## config.mk

```make
export PLATFORM = sky130hd
export DESIGN_NAME = fifo_sync_param
export DESIGN_NICKNAME = d
export VERILOG_FILES = /design/src/rtl/fifo_sync_param.sv
export SDC_FILE = /design/constraint.sdc
export NUM_CORES = 1
export LEC_CHECK = 0
export CAP_MARGIN = 25
export CORE_ASPECT_RATIO = 0.9
export CORE_MARGIN = 3
export CORE_UTILIZATION = 35
export CTS_CLUSTER_DIAMETER = 200
export DETAILED_ROUTE_END_ITERATION = 12
export GPL_ROUTABILITY_DRIVEN = 1
export SYNTH_ARGS = -nofsm -noshare
export SYNTH_HDL_FRONTEND = slang
export SYNTH_SLANG_ARGS = --single-unit
export TNS_END_PERCENT = 1
```

## constraint.sdc

```tcl
create_clock -name clk -period 2.7 [get_ports clk]
set_input_delay 0.675 -clock clk [delete_from_list [all_inputs] [get_ports clk]]
set_output_delay 0.675 -clock clk [all_outputs]
set_load 0.005 [all_outputs]
```

## src/rtl/fifo_sync_param.sv

```systemverilog
// Single-clock parameterised FIFO with occupancy/threshold flags and
// registered overflow/underflow pulses. Full/empty are derived from a stored count.
module fifo_sync_param #(
  parameter int unsigned WIDTH    = 8,
  parameter int unsigned DEPTH    = 16,
  parameter int unsigned AF_LEVEL = DEPTH - 2,
  parameter int unsigned AE_LEVEL = 2
) (
  input  logic                     clk,
  input  logic                     rst,
  input  logic                     clear,
  input  logic                     wr_en,
  input  logic [WIDTH-1:0]         wdata,
  input  logic                     rd_en,
  output logic [WIDTH-1:0]         rdata,
  output logic                     full,
  output logic                     empty,
  output logic                     almost_full,
  output logic                     almost_empty,
  output logic                     wr_error,
  output logic                     rd_error,
  output logic [$clog2(DEPTH):0]   count
);

  localparam int unsigned AW = $clog2(DEPTH);
  localparam int unsigned CW = AW + 1;

  localparam logic [CW-1:0] DepthCnt = CW'(DEPTH);
  localparam logic [CW-1:0] AfCnt    = CW'(AF_LEVEL);
  localparam logic [CW-1:0] AeCnt    = CW'(AE_LEVEL);

  logic [WIDTH-1:0] mem_q [DEPTH];

  logic [AW-1:0]    wr_ptr_q, wr_ptr_d;
  logic [AW-1:0]    rd_ptr_q, rd_ptr_d;
  logic [CW-1:0]    count_q, count_d;
  logic [WIDTH-1:0] rdata_q, rdata_d;
  logic             wr_error_q, wr_error_d;
  logic             rd_error_q, rd_error_d;

  logic             full_s, empty_s;
  logic             wr_accept, rd_accept;

  assign full_s  = (count_q == DepthCnt);
  assign empty_s = (count_q == '0);

  // Acceptance looks only at pre-edge flags, so a read on a full FIFO
  // does not make room for a same-edge write.
  assign wr_accept = wr_en && !clear && !full_s;
  assign rd_accept = rd_en && !clear && !empty_s;

  always_comb begin
    wr_ptr_d   = wr_ptr_q;
    rd_ptr_d   = rd_ptr_q;
    count_d    = count_q;
    rdata_d    = rdata_q;
    wr_error_d = 1'b0;
    rd_error_d = 1'b0;
    if (clear) begin
      wr_ptr_d = '0;
      rd_ptr_d = '0;
      count_d  = '0;
    end else begin
      wr_error_d = wr_en && full_s;
      rd_error_d = rd_en && empty_s;
      if (wr_accept) wr_ptr_d = wr_ptr_q + AW'(1);
      if (rd_accept) begin
        rd_ptr_d = rd_ptr_q + AW'(1);
        rdata_d  = mem_q[rd_ptr_q];
      end
      count_d = count_q + CW'(wr_accept) - CW'(rd_accept);
    end
  end

  always_ff @(posedge clk or posedge rst) begin
    if (rst) begin
      wr_ptr_q   <= '0;
      rd_ptr_q   <= '0;
      count_q    <= '0;
      rdata_q    <= '0;
      wr_error_q <= 1'b0;
      rd_error_q <= 1'b0;
    end else begin
      wr_ptr_q   <= wr_ptr_d;
      rd_ptr_q   <= rd_ptr_d;
      count_q    <= count_d;
      rdata_q    <= rdata_d;
      wr_error_q <= wr_error_d;
      rd_error_q <= rd_error_d;
    end
  end

  // Storage is never reset; count gating keeps stale entries unreachable.
  always_ff @(posedge clk) begin
    if (wr_accept) mem_q[wr_ptr_q] <= wdata;
  end

  assign rdata        = rdata_q;
  assign full         = full_s;
  assign empty        = empty_s;
  assign almost_full  = (count_q >= AfCnt);
  assign almost_empty = (count_q <= AeCnt);
  assign wr_error     = wr_error_q;
  assign rd_error     = rd_error_q;
  assign count        = count_q;

endmodule

```

==> results of run 1 <==
## layout by cell type, fill, tap and decap left out, types with 3 or more instances in the layout
| cell | synthesis | layout |
|---|---|---|
| sky130_fd_sc_hd__a221o_1 | 8 | 8 |
| sky130_fd_sc_hd__mux4_2 | 32 | 32 |
| sky130_fd_sc_hd__inv_1 | 12 | 9 |
| sky130_fd_sc_hd__ha_1 | 15 | 13 |
| sky130_fd_sc_hd__clkbuf_1 | 7 | 5 |
| sky130_fd_sc_hd__mux2i_1 | 9 | 9 |
| sky130_fd_sc_hd__clkbuf_16 | 0 | 17 |
| sky130_fd_sc_hd__clkdlybuf4s50_1 | 0 | 29 |
| sky130_fd_sc_hd__a21oi_1 | 4 | 3 |
| sky130_fd_sc_hd__nor2_1 | 31 | 31 |
| sky130_fd_sc_hd__nor3_1 | 5 | 5 |
| sky130_fd_sc_hd__dfrtp_1 | 23 | 23 |
| sky130_fd_sc_hd__inv_6 | 0 | 3 |
| sky130_fd_sc_hd__nand2b_1 | 4 | 4 |
| sky130_fd_sc_hd__nand3_1 | 5 | 5 |
| sky130_fd_sc_hd__xnor2_1 | 5 | 5 |
| sky130_fd_sc_hd__edfxtp_1 | 128 | 128 |
| sky130_fd_sc_hd__buf_4 | 1 | 38 |
| sky130_fd_sc_hd__inv_2 | 0 | 3 |
| sky130_fd_sc_hd__mux2_2 | 8 | 8 |
| sky130_fd_sc_hd__nand2_1 | 13 | 12 |
| sky130_fd_sc_hd__nor2b_1 | 4 | 4 |
| sky130_fd_sc_hd__bufinv_16 | 0 | 3 |
## area by class of cell
cell class,count,area share (%)
Sequential cell,151,57.7
Multi-Input combinational cell,157,21.5
Timing Repair Buffer,73,8.66
Clock buffer,22,5.80
Tap cell,235,3.84
Clock inverter,10,1.88
Inverter,12,0.588
## flip-flops by register name, summed over array words and instances (netlist names)
register and count:
mem_q 128, rdata 8, count 5, rd_ptr_q 4
wr_ptr_q 4, rd_error 1, wr_error 1
## cell families after synthesis
group	Yosys count
DFF	151
and+or+nand+nor	67
muxes	49
buffers and inverters	27
AOI/OAI and AO/OA	18
adders and majority gates	16
xor gates and xnor gates	7
## per-stage QoR
stage | std cells | total power [uW] | utilization [%] | area [sq um]
after detailed placement | 623 | 4340 | 41.0 | 6990
after floorplan | 335 | 3710 | - | 6170
after CTS | 656 | 6760 | 44.6 | 7600
final | 660 | 6720 | 44.9 | 7660
after global placement | 623 | 4300 | 41.0 | 6990
after global routing | 660 | 7060 | 44.9 | 7660
## worst min path at each step
stage,start,to,cells after the start,slack (ps)
after CTS,rdata[1],rdata[1],1,530
after floorplan,rdata[0],rdata[0],1,510
after detailed placement,rdata[1],rdata[1],1,520
after global placement,rdata[1],rdata[1],1,520
final,rdata[1],rdata[1],1,520
after global routing,rdata[1],rdata[1],1,550
## metal layers
layer / up-vias / track usage [%] / wire [microns]
met5: - / 0 / 0
met3: 15 / 4.54 / 565
met4: 0 / 4.96 / 180
met1: 1627 / 18.9 / 5780
li1: 1453 / - / -
met2: 59 / 21.7 / 6180
## timing repair
item                                   4_1_cts  5_1_grt
setup endpoints to repair                    2        3
buffers inserted                             1        5
pin swaps                                    1        6
endpoints found under the hold margin        0        0
gates resized for setup                      9        6
## power by group
| part | internal (uW) | total [uW] | leakage (uW) | switching, uW |
|---|---|---|---|---|
| sequential | 2670 | 2770 | 0.00145 | 93.3 |
| combinational | 886 | 1590 | 0.000926 | 699 |
| clock | 1460 | 2370 | 0.000277 | 909 |
| total | 5020 | 6720 | 0.00266 | 1700 |
## synth_stat cells, types with 2 or more instances
| cell | number | share of area (%) |
|---|---|---|
| sky130_fd_sc_hd__o21bai_1 | 2 | 0.24 |
| sky130_fd_sc_hd__mux2i_1 | 9 | 1.5 |
| sky130_fd_sc_hd__nand2_1 | 13 | 0.79 |
| sky130_fd_sc_hd__a21oi_1 | 4 | 0.32 |
| sky130_fd_sc_hd__dfrtp_1 | 23 | 9.3 |
| sky130_fd_sc_hd__ha_1 | 15 | 3.0 |
| sky130_fd_sc_hd__nor3_1 | 5 | 0.41 |
| sky130_fd_sc_hd__edfxtp_1 | 128 | 62 |
| sky130_fd_sc_hd__buf_6 | 2 | 0.37 |
| sky130_fd_sc_hd__nor2_1 | 31 | 1.9 |
| sky130_fd_sc_hd__nor2b_1 | 4 | 0.41 |
| sky130_fd_sc_hd__buf_2 | 5 | 0.41 |
| sky130_fd_sc_hd__xnor2_1 | 5 | 0.71 |
| sky130_fd_sc_hd__nand2b_1 | 4 | 0.41 |
| sky130_fd_sc_hd__mux2_2 | 8 | 1.5 |
| sky130_fd_sc_hd__xor2_1 | 2 | 0.28 |
| sky130_fd_sc_hd__inv_1 | 12 | 0.73 |
| sky130_fd_sc_hd__a221o_1 | 8 | 1.3 |
| sky130_fd_sc_hd__mux4_2 | 32 | 12 |
| sky130_fd_sc_hd__nand3_1 | 5 | 0.41 |
| sky130_fd_sc_hd__clkbuf_1 | 7 | 0.43 |
## worst max-delay path: cells and delay by family (launching register included)
family / cells / cell delay (ps)
fa+ha+maj: 1 / 130
buf+inv: 4 / 510
flops: 1 / 380
simple gates: 1 / 480
==> impl_results.html, run 1 <==
<table>
<tr><th>Metric</th><th>Value</th></tr>
<tr><th colspan="2">Outcome</th></tr>
<tr><td>Status</td><td>complete, no violations</td></tr>
<tr><th colspan="2">Final layout</th></tr>
<tr><td>Antenna diode instance count</td><td>0</td></tr>
<tr><td>Area growth from synthesis to layout</td><td>24.3%</td></tr>
<tr><td>Storage cell area</td><td>4420 sq um</td></tr>
<tr><td>Layout cell share with drive strength beyond 1</td><td>27.5%</td></tr>
<tr><td>Final net count</td><td>441</td></tr>
<tr><td>Filler Cells Inserted</td><td>1,459</td></tr>
<tr><td>Multi-input gate area</td><td>1650 sq um</td></tr>
<tr><th colspan="2">Route</th></tr>
<tr><td>Detailed-routing iteration count for the pre-antenna-repair pass</td><td>4</td></tr>
<tr><td>Routed length per instance</td><td>19.2 microns</td></tr>
<tr><td>Total length of routed wires</td><td>12,700 microns</td></tr>
<tr><td>Total number of vias</td><td>3,154</td></tr>
<tr><td>Number of violations reported at the end of detailed-routing iteration 0</td><td>182</td></tr>
<tr><td>Post-route DRC</td><td>0</td></tr>
<tr><td>Vias per inst</td><td>4.78</td></tr>
<tr><td>Post-DRT Antenna Nets</td><td>0</td></tr>
<tr><th colspan="2">STA</th></tr>
<tr><td>Setup Viol. Count Final</td><td>0</td></tr>
<tr><td>Fin. max-slew vios</td><td>0</td></tr>
<tr><td>Max_slew headroom</td><td>58.9%</td></tr>
<tr><td>Portion of the clock cycle consumed by the worst path in the final layout</td><td>96.4%</td></tr>
<tr><td>Maximum achievable frequency</td><td>0.384 GHz</td></tr>
<tr><td>Final sum of negative setup slack</td><td>0 ps</td></tr>
<tr><td>Setup Skew</td><td>10.8 ps</td></tr>
<tr><td>Final Hold Violating Endpoints</td><td>0</td></tr>
<tr><td>Slew @ Worst Pin</td><td>615 ps</td></tr>
<tr><td>Final Worst Setup Slack</td><td>96.7 ps</td></tr>
<tr><td>Hold WS</td><td>519 ps</td></tr>
<tr><td>Post-layout min period</td><td>2600 ps</td></tr>
<tr><th colspan="2">Place</th></tr>
<tr><td>I/O Buffers</td><td>31</td></tr>
<tr><td>Dpl ws</td><td>-158 ps</td></tr>
<tr><td>Dpl hpwl</td><td>8300 microns</td></tr>
<tr><td>Final estimated routing congestion in global placement</td><td>0.789</td></tr>
<tr><th colspan="2">Die</th></tr>
<tr><td>Standard cell core area</td><td>17,100 sq um</td></tr>
<tr><td>I/O pin count</td><td>32</td></tr>
<tr><td>Overall die area</td><td>19,200 sq um</td></tr>
<tr><td>Effective utilization at floorplan</td><td>36.1%</td></tr>
<tr><td>Die extent in y</td><td>132 microns</td></tr>
<tr><td>Width of the chip</td><td>146 microns</td></tr>
<tr><td># rows</td><td>45</td></tr>
<tr><th colspan="2">Pwr</th></tr>
<tr><td>Static power due to leakage</td><td>0.00266 uW</td></tr>
<tr><td>VDD IR max</td><td>424 uV</td></tr>
<tr><td>Power density normalized to cell area</td><td>878 nW/um^2</td></tr>
<tr><th colspan="2">Yosys</th></tr>
<tr><td>Avg Synthesized Cell Area</td><td>18.4 sq um</td></tr>
<tr><td>Post-synthesis cell area</td><td>6160 sq um</td></tr>
<tr><td>Sequential share of the synthesized area</td><td>71.7%</td></tr>
<tr><td>Number of synthesized register bits</td><td>151</td></tr>
<tr><td>Share of flip-flops with an asynchronous set or reset after synthesis</td><td>15.2%</td></tr>
<tr><td>Share of synthesized cell area in full adder, half adder and majority cells</td><td>3.37%</td></tr>
<tr><td>Multiplexer area fraction after synthesis</td><td>14.6%</td></tr>
<tr><td>Number of enable-type register cells in the synthesized netlist</td><td>128</td></tr>
<tr><td>Synthesized-area fraction occupied by xor and xnor cells</td><td>0.995%</td></tr>
<tr><td>Synthesized Nets</td><td>364</td></tr>
<tr><td>Number of unique standard cell types used by synthesis</td><td>32</td></tr>
<tr><td>Number of instances in the synthesized netlist</td><td>335</td></tr>
<tr><td>Most frequently used flop master after synthesis</td><td>sky130_fd_sc_hd__edfxtp_1</td></tr>
<tr><td>Synth warn</td><td>0</td></tr>
<tr><td>Dominant combinational cell family by area after synthesis</td><td>multiplexers</td></tr>
<tr><td>Synthesized-area fraction occupied by and/or/nand/nor cells</td><td>4.97%</td></tr>
<tr><td>Compound-cell area share of the yosys netlist</td><td>2.27%</td></tr>
<tr><th colspan="2">Global route</th></tr>
<tr><td>Pin count of the biggest net entering global routing</td><td>28</td></tr>
<tr><td>Initial antenna violation count</td><td>0</td></tr>
<tr><td>First-pass GRT wire length</td><td>20,100 microns</td></tr>
<tr><td>Number of global-route vias before repair</td><td>3,436</td></tr>
<tr><td>Total congestion overflow</td><td>0</td></tr>
<tr><td>Combined global-route utilization of all metal layers</td><td>14.1%</td></tr>
<tr><th colspan="2">Clock tree</th></tr>
<tr><td>Root Buffer Master</td><td>sky130_fd_sc_hd__clkbuf_16</td></tr>
<tr><td>Insertion delay of the later-clocked pin in the worst-skew pair</td><td>430 ps</td></tr>
<tr><td>Number of buffers on the longest clock path</td><td>2</td></tr>
<tr><td>Clock-pin transition on the worst setup and hold timing paths</td><td>60 ps</td></tr>
<tr><td>Clock tree from TritonCTS</td><td>built</td></tr>
<tr><td>Number of levels the H-tree was split into</td><td>4</td></tr>
<tr><td>Clock buffers created by TritonCTS</td><td>17</td></tr>
<tr><td>Total number of clock tree sinks</td><td>151</td></tr>
<tr><td>Hold bufs inserted after CTS</td><td>0</td></tr>
<tr><th colspan="2">Setup path</th></tr>
<tr><td>Worst EP arrival</td><td>1930 ps</td></tr>
<tr><td>Launching point of the worst reg2reg path</td><td>count[2]</td></tr>
<tr><td>Flop2flop setup slack</td><td>180 ps</td></tr>
<tr><td>Worst-path cell chain</td><td>inv_2 -&gt; ha_4 -&gt; or4b_4 -&gt; buf_6 -&gt; inv_1 -&gt; dlygate4sd2_1</td></tr>
<tr><td>WP data required</td><td>2030 ps</td></tr>
<tr><td>Critical path launch point type</td><td>register</td></tr>
<tr><td>Critical Path Fanout Max</td><td>6</td></tr>
<tr><td>Endpoint of the worst-slack reg-to-reg timing path</td><td>count[4]</td></tr>
<tr><td>CP peak stage delay</td><td>480 ps</td></tr>
<tr><td>Endpoint class of the critical path</td><td>output port</td></tr>
<tr><td>Slowest CP cell</td><td>sky130_fd_sc_hd__or4b_4</td></tr>
<tr><td>Crit Path Class</td><td>reg -&gt; out</td></tr>
<tr><td>Critical path startpoint</td><td>count[2]</td></tr>
<tr><td>Worst r2r path cells</td><td>14</td></tr>
<tr><td>Capture point of the worst path</td><td>empty</td></tr>
<tr><th colspan="2">Job</th></tr>
<tr><td>Number of violations of the max-capacitance limit</td><td>0</td></tr>
<tr><th colspan="2">Min path</th></tr>
<tr><td>Path class of the lowest-slack min-delay path</td><td>reg -&gt; reg</td></tr>
</table>
(Power assumes the default switching activity.)
==> inputs of run 2 (changes only) <==
--- a/config.mk
+++ b/config.mk
@@ -8,10 +8,11 @@
 export CAP_MARGIN = 25
 export CORE_ASPECT_RATIO = 0.9
 export CORE_MARGIN = 3
-export CORE_UTILIZATION = 35
+export CORE_UTILIZATION = 51
 export CTS_CLUSTER_DIAMETER = 200
 export DETAILED_ROUTE_END_ITERATION = 12
 export GPL_ROUTABILITY_DRIVEN = 1
+export PLACE_DENSITY = 0.72
 export SYNTH_ARGS = -nofsm -noshare
 export SYNTH_HDL_FRONTEND = slang
 export SYNTH_SLANG_ARGS = --single-unit
==> run 2 against run 1 <==
Compared with the run above: worst hold slack gained 11 ps; total power shrank 2.9%; clock power shrank 8.4%; largest power group unchanged.
==> impl_results.html, run 2 (synthesis results as in run 1) <==
<table>
<tr><th>Metric</th><th>Value</th></tr>
<tr><th colspan="2">Setup path</th></tr>
<tr><td>Critical path startpoint</td><td>count[3]</td></tr>
<tr><td>Slowest CP cell</td><td>sky130_fd_sc_hd__clkdlybuf4s50_1</td></tr>
<tr><td>Cell repeated most along the worst path</td><td>sky130_fd_sc_hd__buf_4</td></tr>
<tr><td>Crit Path Class</td><td>reg -&gt; out</td></tr>
<tr><td>Critical Path Fanout Max</td><td>3 (-3)</td></tr>
<tr><td>CP peak stage delay</td><td>440 ps (-40 ps)</td></tr>
<tr><td>Worst EP arrival</td><td>1880 ps (-50 ps)</td></tr>
<tr><td>Worst-path cell chain</td><td>buf_4 -&gt; buf_4 -&gt; ha_1 -&gt; a21oi_1 -&gt; o21ai_0 -&gt; clkdlybuf4s50_1</td></tr>
<tr><td>Launching point of the worst reg2reg path</td><td>count[2]</td></tr>
<tr><td>Endpoint class of the critical path</td><td>output port</td></tr>
<tr><td>WP data required</td><td>2030 ps (about the same)</td></tr>
<tr><td>Critical path launch point type</td><td>register</td></tr>
<tr><th colspan="2">Global route</th></tr>
<tr><td>Busiest metal layer after global routing</td><td>met2</td></tr>
<tr><td>Total congestion overflow</td><td>0 (unchanged)</td></tr>
<tr><td>Met2 Track Usage GR</td><td>32.3% (+11 points)</td></tr>
<tr><td>Number of global-route vias before repair</td><td>3,319 (-3.4%)</td></tr>
<tr><td>Met3 demand-to-capacity share in global routing</td><td>5.71% (+1.2 points)</td></tr>
<tr><td>Pin count of the biggest net entering global routing</td><td>24 (-14%)</td></tr>
<tr><td>First-pass GRT wire length</td><td>19,200 microns (-4.6%)</td></tr>
<tr><td>Grt met1 use</td><td>28.1% (+9.2 points)</td></tr>
<tr><td>Initial antenna violation count</td><td>0 (unchanged)</td></tr>
<tr><td>Combined global-route utilization of all metal layers</td><td>20.3% (+6.2 points)</td></tr>
<tr><th colspan="2">Clock tree</th></tr>
<tr><td>Hold bufs inserted after CTS</td><td>0 (unchanged)</td></tr>
<tr><td>Number of levels the H-tree was split into</td><td>4 (unchanged)</td></tr>
<tr><td>Total number of clock tree sinks</td><td>151 (unchanged)</td></tr>
<tr><td>Clock tree from TritonCTS</td><td>built</td></tr>
<tr><td>Clock-pin transition on the worst setup and hold timing paths</td><td>50 ps (about the same)</td></tr>
<tr><td>Insertion delay of the later-clocked pin in the worst-skew pair</td><td>410 ps (-20 ps)</td></tr>
<tr><td>Number of buffers on the longest clock path</td><td>2 (unchanged)</td></tr>
<tr><td>Root Buffer Master</td><td>sky130_fd_sc_hd__clkbuf_16</td></tr>
<tr><td>Clock buffers created by TritonCTS</td><td>17 (unchanged)</td></tr>
<tr><th colspan="2">Route</th></tr>
<tr><td>Vias per inst</td><td>5.54 (+16%)</td></tr>
<tr><td>Post-DRT Antenna Nets</td><td>0 (unchanged)</td></tr>
<tr><td>Total length of routed wires</td><td>12,200 microns (-4.2%)</td></tr>
<tr><td>Post-route DRC</td><td>0 (unchanged)</td></tr>
<tr><td>Routed length per instance</td><td>21.0 microns (+9.0%)</td></tr>
<tr><td>Total number of vias</td><td>3,214 (+1.9%)</td></tr>
<tr><td>Detailed-routing iteration count for the pre-antenna-repair pass</td><td>7 (+3)</td></tr>
<tr><td>Number of violations reported at the end of detailed-routing iteration 0</td><td>314 (+73%)</td></tr>
<tr><th colspan="2">Min path</th></tr>
<tr><td>Path class of the lowest-slack min-delay path</td><td>reg -&gt; reg</td></tr>
<tr><td>Start point of the worst hold path</td><td>rdata[4]</td></tr>
<tr><th colspan="2">STA</th></tr>
<tr><td>Max_slew headroom</td><td>57.0% (-1.9 points)</td></tr>
<tr><td>Setup Viol. Count Final</td><td>0 (unchanged)</td></tr>
<tr><td>Maximum achievable frequency</td><td>0.392 GHz (+2.0%)</td></tr>
<tr><td>Final Hold Violating Endpoints</td><td>0 (unchanged)</td></tr>
<tr><td>Slew @ Worst Pin</td><td>643 ps (+28.3 ps)</td></tr>
<tr><td>Fin. max-slew vios</td><td>0 (unchanged)</td></tr>
<tr><td>Setup Skew</td><td>6.82 ps (-3.94 ps)</td></tr>
<tr><td>Portion of the clock cycle consumed by the worst path in the final layout</td><td>94.5% (-1.9 points)</td></tr>
<tr><td>Post-layout min period</td><td>2550 ps (-51.5 ps)</td></tr>
<tr><td>Hold WS</td><td>530 ps (+10.5 ps)</td></tr>
<tr><th colspan="2">Pwr</th></tr>
<tr><td>Static power due to leakage</td><td>0.00264 uW (-0.78%)</td></tr>
<tr><td>Internal power</td><td>4900 uW (-2.3%)</td></tr>
<tr><td>Power density normalized to cell area</td><td>870 nW/um^2 (-0.85%)</td></tr>
<tr><td>Sequential cell fraction of total power</td><td>42.4% (+1.2 points)</td></tr>
<tr><td>Part of the total power dissipated in the clock network</td><td>33.2% (-2.0 points)</td></tr>
<tr><td>Switching part of the total</td><td>24.8% (-0.47 points)</td></tr>
<tr><td>VDD IR max</td><td>831 uV (+96%)</td></tr>
<tr><td>Gate power share</td><td>24.3% (+0.7 points)</td></tr>
<tr><td>Switching power of the nets</td><td>1620 uW (-4.7%)</td></tr>
<tr><th colspan="2">Final layout</th></tr>
<tr><td>Filler Cells Inserted</td><td>810 (-44%)</td></tr>
<tr><td>Storage cell area</td><td>4420 sq um (about the same)</td></tr>
<tr><td>Final net count</td><td>443 (+0.45%)</td></tr>
<tr><td>Antenna diode instance count</td><td>0 (unchanged)</td></tr>
<tr><td>Leading cell type in the layout, fill and taps excluded</td><td>sky130_fd_sc_hd__edfxtp_1</td></tr>
<tr><td>Layout cell share with drive strength beyond 1</td><td>27.4% (-0.17 points)</td></tr>
<tr><td>Top library cells by usage in the layout, fill and taps aside</td><td>sky130_fd_sc_hd__edfxtp_1, sky130_fd_sc_hd__buf_4, sky130_fd_sc_hd__mux4_2, sky130_fd_sc_hd__nor2_1, sky130_fd_sc_hd__clkdlybuf4s50_1</td></tr>
<tr><td>Multi-input gate area</td><td>1640 sq um (-0.53%)</td></tr>
<tr><td>Number of flip-flops in the largest register</td><td>128 (unchanged)</td></tr>
<tr><td>Top register by number of flip-flops</td><td>mem_q</td></tr>
<tr><td>Area growth from synthesis to layout</td><td>21.7%</td></tr>
<tr><td>Final cell utilization of the core</td><td>64.5% (+20 points)</td></tr>
<tr><th colspan="2">Place</th></tr>
<tr><td>Final estimated routing congestion in global placement</td><td>0.823 (+4.3%)</td></tr>
<tr><td>Dpl hpwl</td><td>8100 microns (-2.3%)</td></tr>
<tr><td>I/O Buffers</td><td>31 (unchanged)</td></tr>
<tr><th colspan="2">Outcome</th></tr>
<tr><td>Status</td><td>complete, no violations</td></tr>
<tr><th colspan="2">Die</th></tr>
<tr><td>I/O pin count</td><td>32 (unchanged)</td></tr>
<tr><td>Die extent in y</td><td>110 microns (-16%)</td></tr>
<tr><td># rows</td><td>37 (-18%)</td></tr>
<tr><td>Overall die area</td><td>13,400 sq um (-30%)</td></tr>
<tr><td>Width of the chip</td><td>122 microns (-16%)</td></tr>
<tr><td>Standard cell core area</td><td>11,600 sq um (-32%)</td></tr>
<tr><td>Effective utilization at floorplan</td><td>53.0% (+17 points)</td></tr>
<tr><th colspan="2">Job</th></tr>
<tr><td>Number of violations of the max-capacitance limit</td><td>0 (unchanged)</td></tr>
</table>
[run 2: timing repair]
action                                  4_1_cts  5_1_grt
buffers inserted                              4        2
pin swaps                                     0        2
endpoints found under the hold margin         0        0
gates resized for setup                       7        6
endpoints found under the setup margin        2        3
[run 2: worst paths after layout]
path                            cells after the start  slack [ps]     endpoint
worst max-delay path                                6         150  almost_full
worst max register to register                     14         190     count[4]
min in group asynchronous                           3         610     rdata[3]
worst min-delay path                                1         530     rdata[4]
worst min register to register                      1         530     rdata[4]
max in group asynchronous                           3        1830     count[1]
[run 2: area by class of cell]
| class | count | share of cell area (%) |
|---|---|---|
| multi-input cells | 157 | 21.9 |
| flip-flops and latches | 151 | 59.0 |
| inverters | 12 | 0.601 |
| clock inverters | 9 | 1.42 |
| clock buffers | 20 | 5.82 |
| repair buffers | 75 | 8.71 |
| well taps | 156 | 2.60 |
[run 2: worst max-delay path, delay by kind of cell (launching register included)]
kind	cells	cell delay, ps
AOI/OAI and AO/OA	2	200
DFF	1	380
buffers and inverters	3	700
adders and majority gates	1	190
[run 2: power groups by stage]
stage / registers (uW) / clock network (uW) / logic (uW)
2_1_floorplan: 2810 / 0 / 907
3_3_place_gp: 2800 / 0 / 1490
3_5_place_dp: 2810 / 0 / 1530
4_1_cts: 2770 / 2210 / 1600
5_1_grt: 2780 / 2320 / 1750
6_report: 2770 / 2170 / 1590
[run 2: layer usage]
layer / wire length [microns] / vias up / share of wire [%]
li1: - / 1456 / -
met1: 5270 / 1618 / 43
met2: 5950 / 126 / 49
met3: 835 / 14 / 6.9
met4: 103 / 0 / 0.85
met5: 0 / - / 0
[run 2: stage by stage]
step                      total power, uW  cells  cell area, sq um  setup WS [ps]  setup TNS [ps]
after floorplan                      3710    335              6170           2.19               0
after global placement               4300    545              6870           -147            -210
after detailed placement             4340    545              6870           -202            -337
after CTS                            6580    578              7470           25.8               0
after global routing                 6850    580              7500          -27.2           -27.2
final                                6520    580              7500            148               0
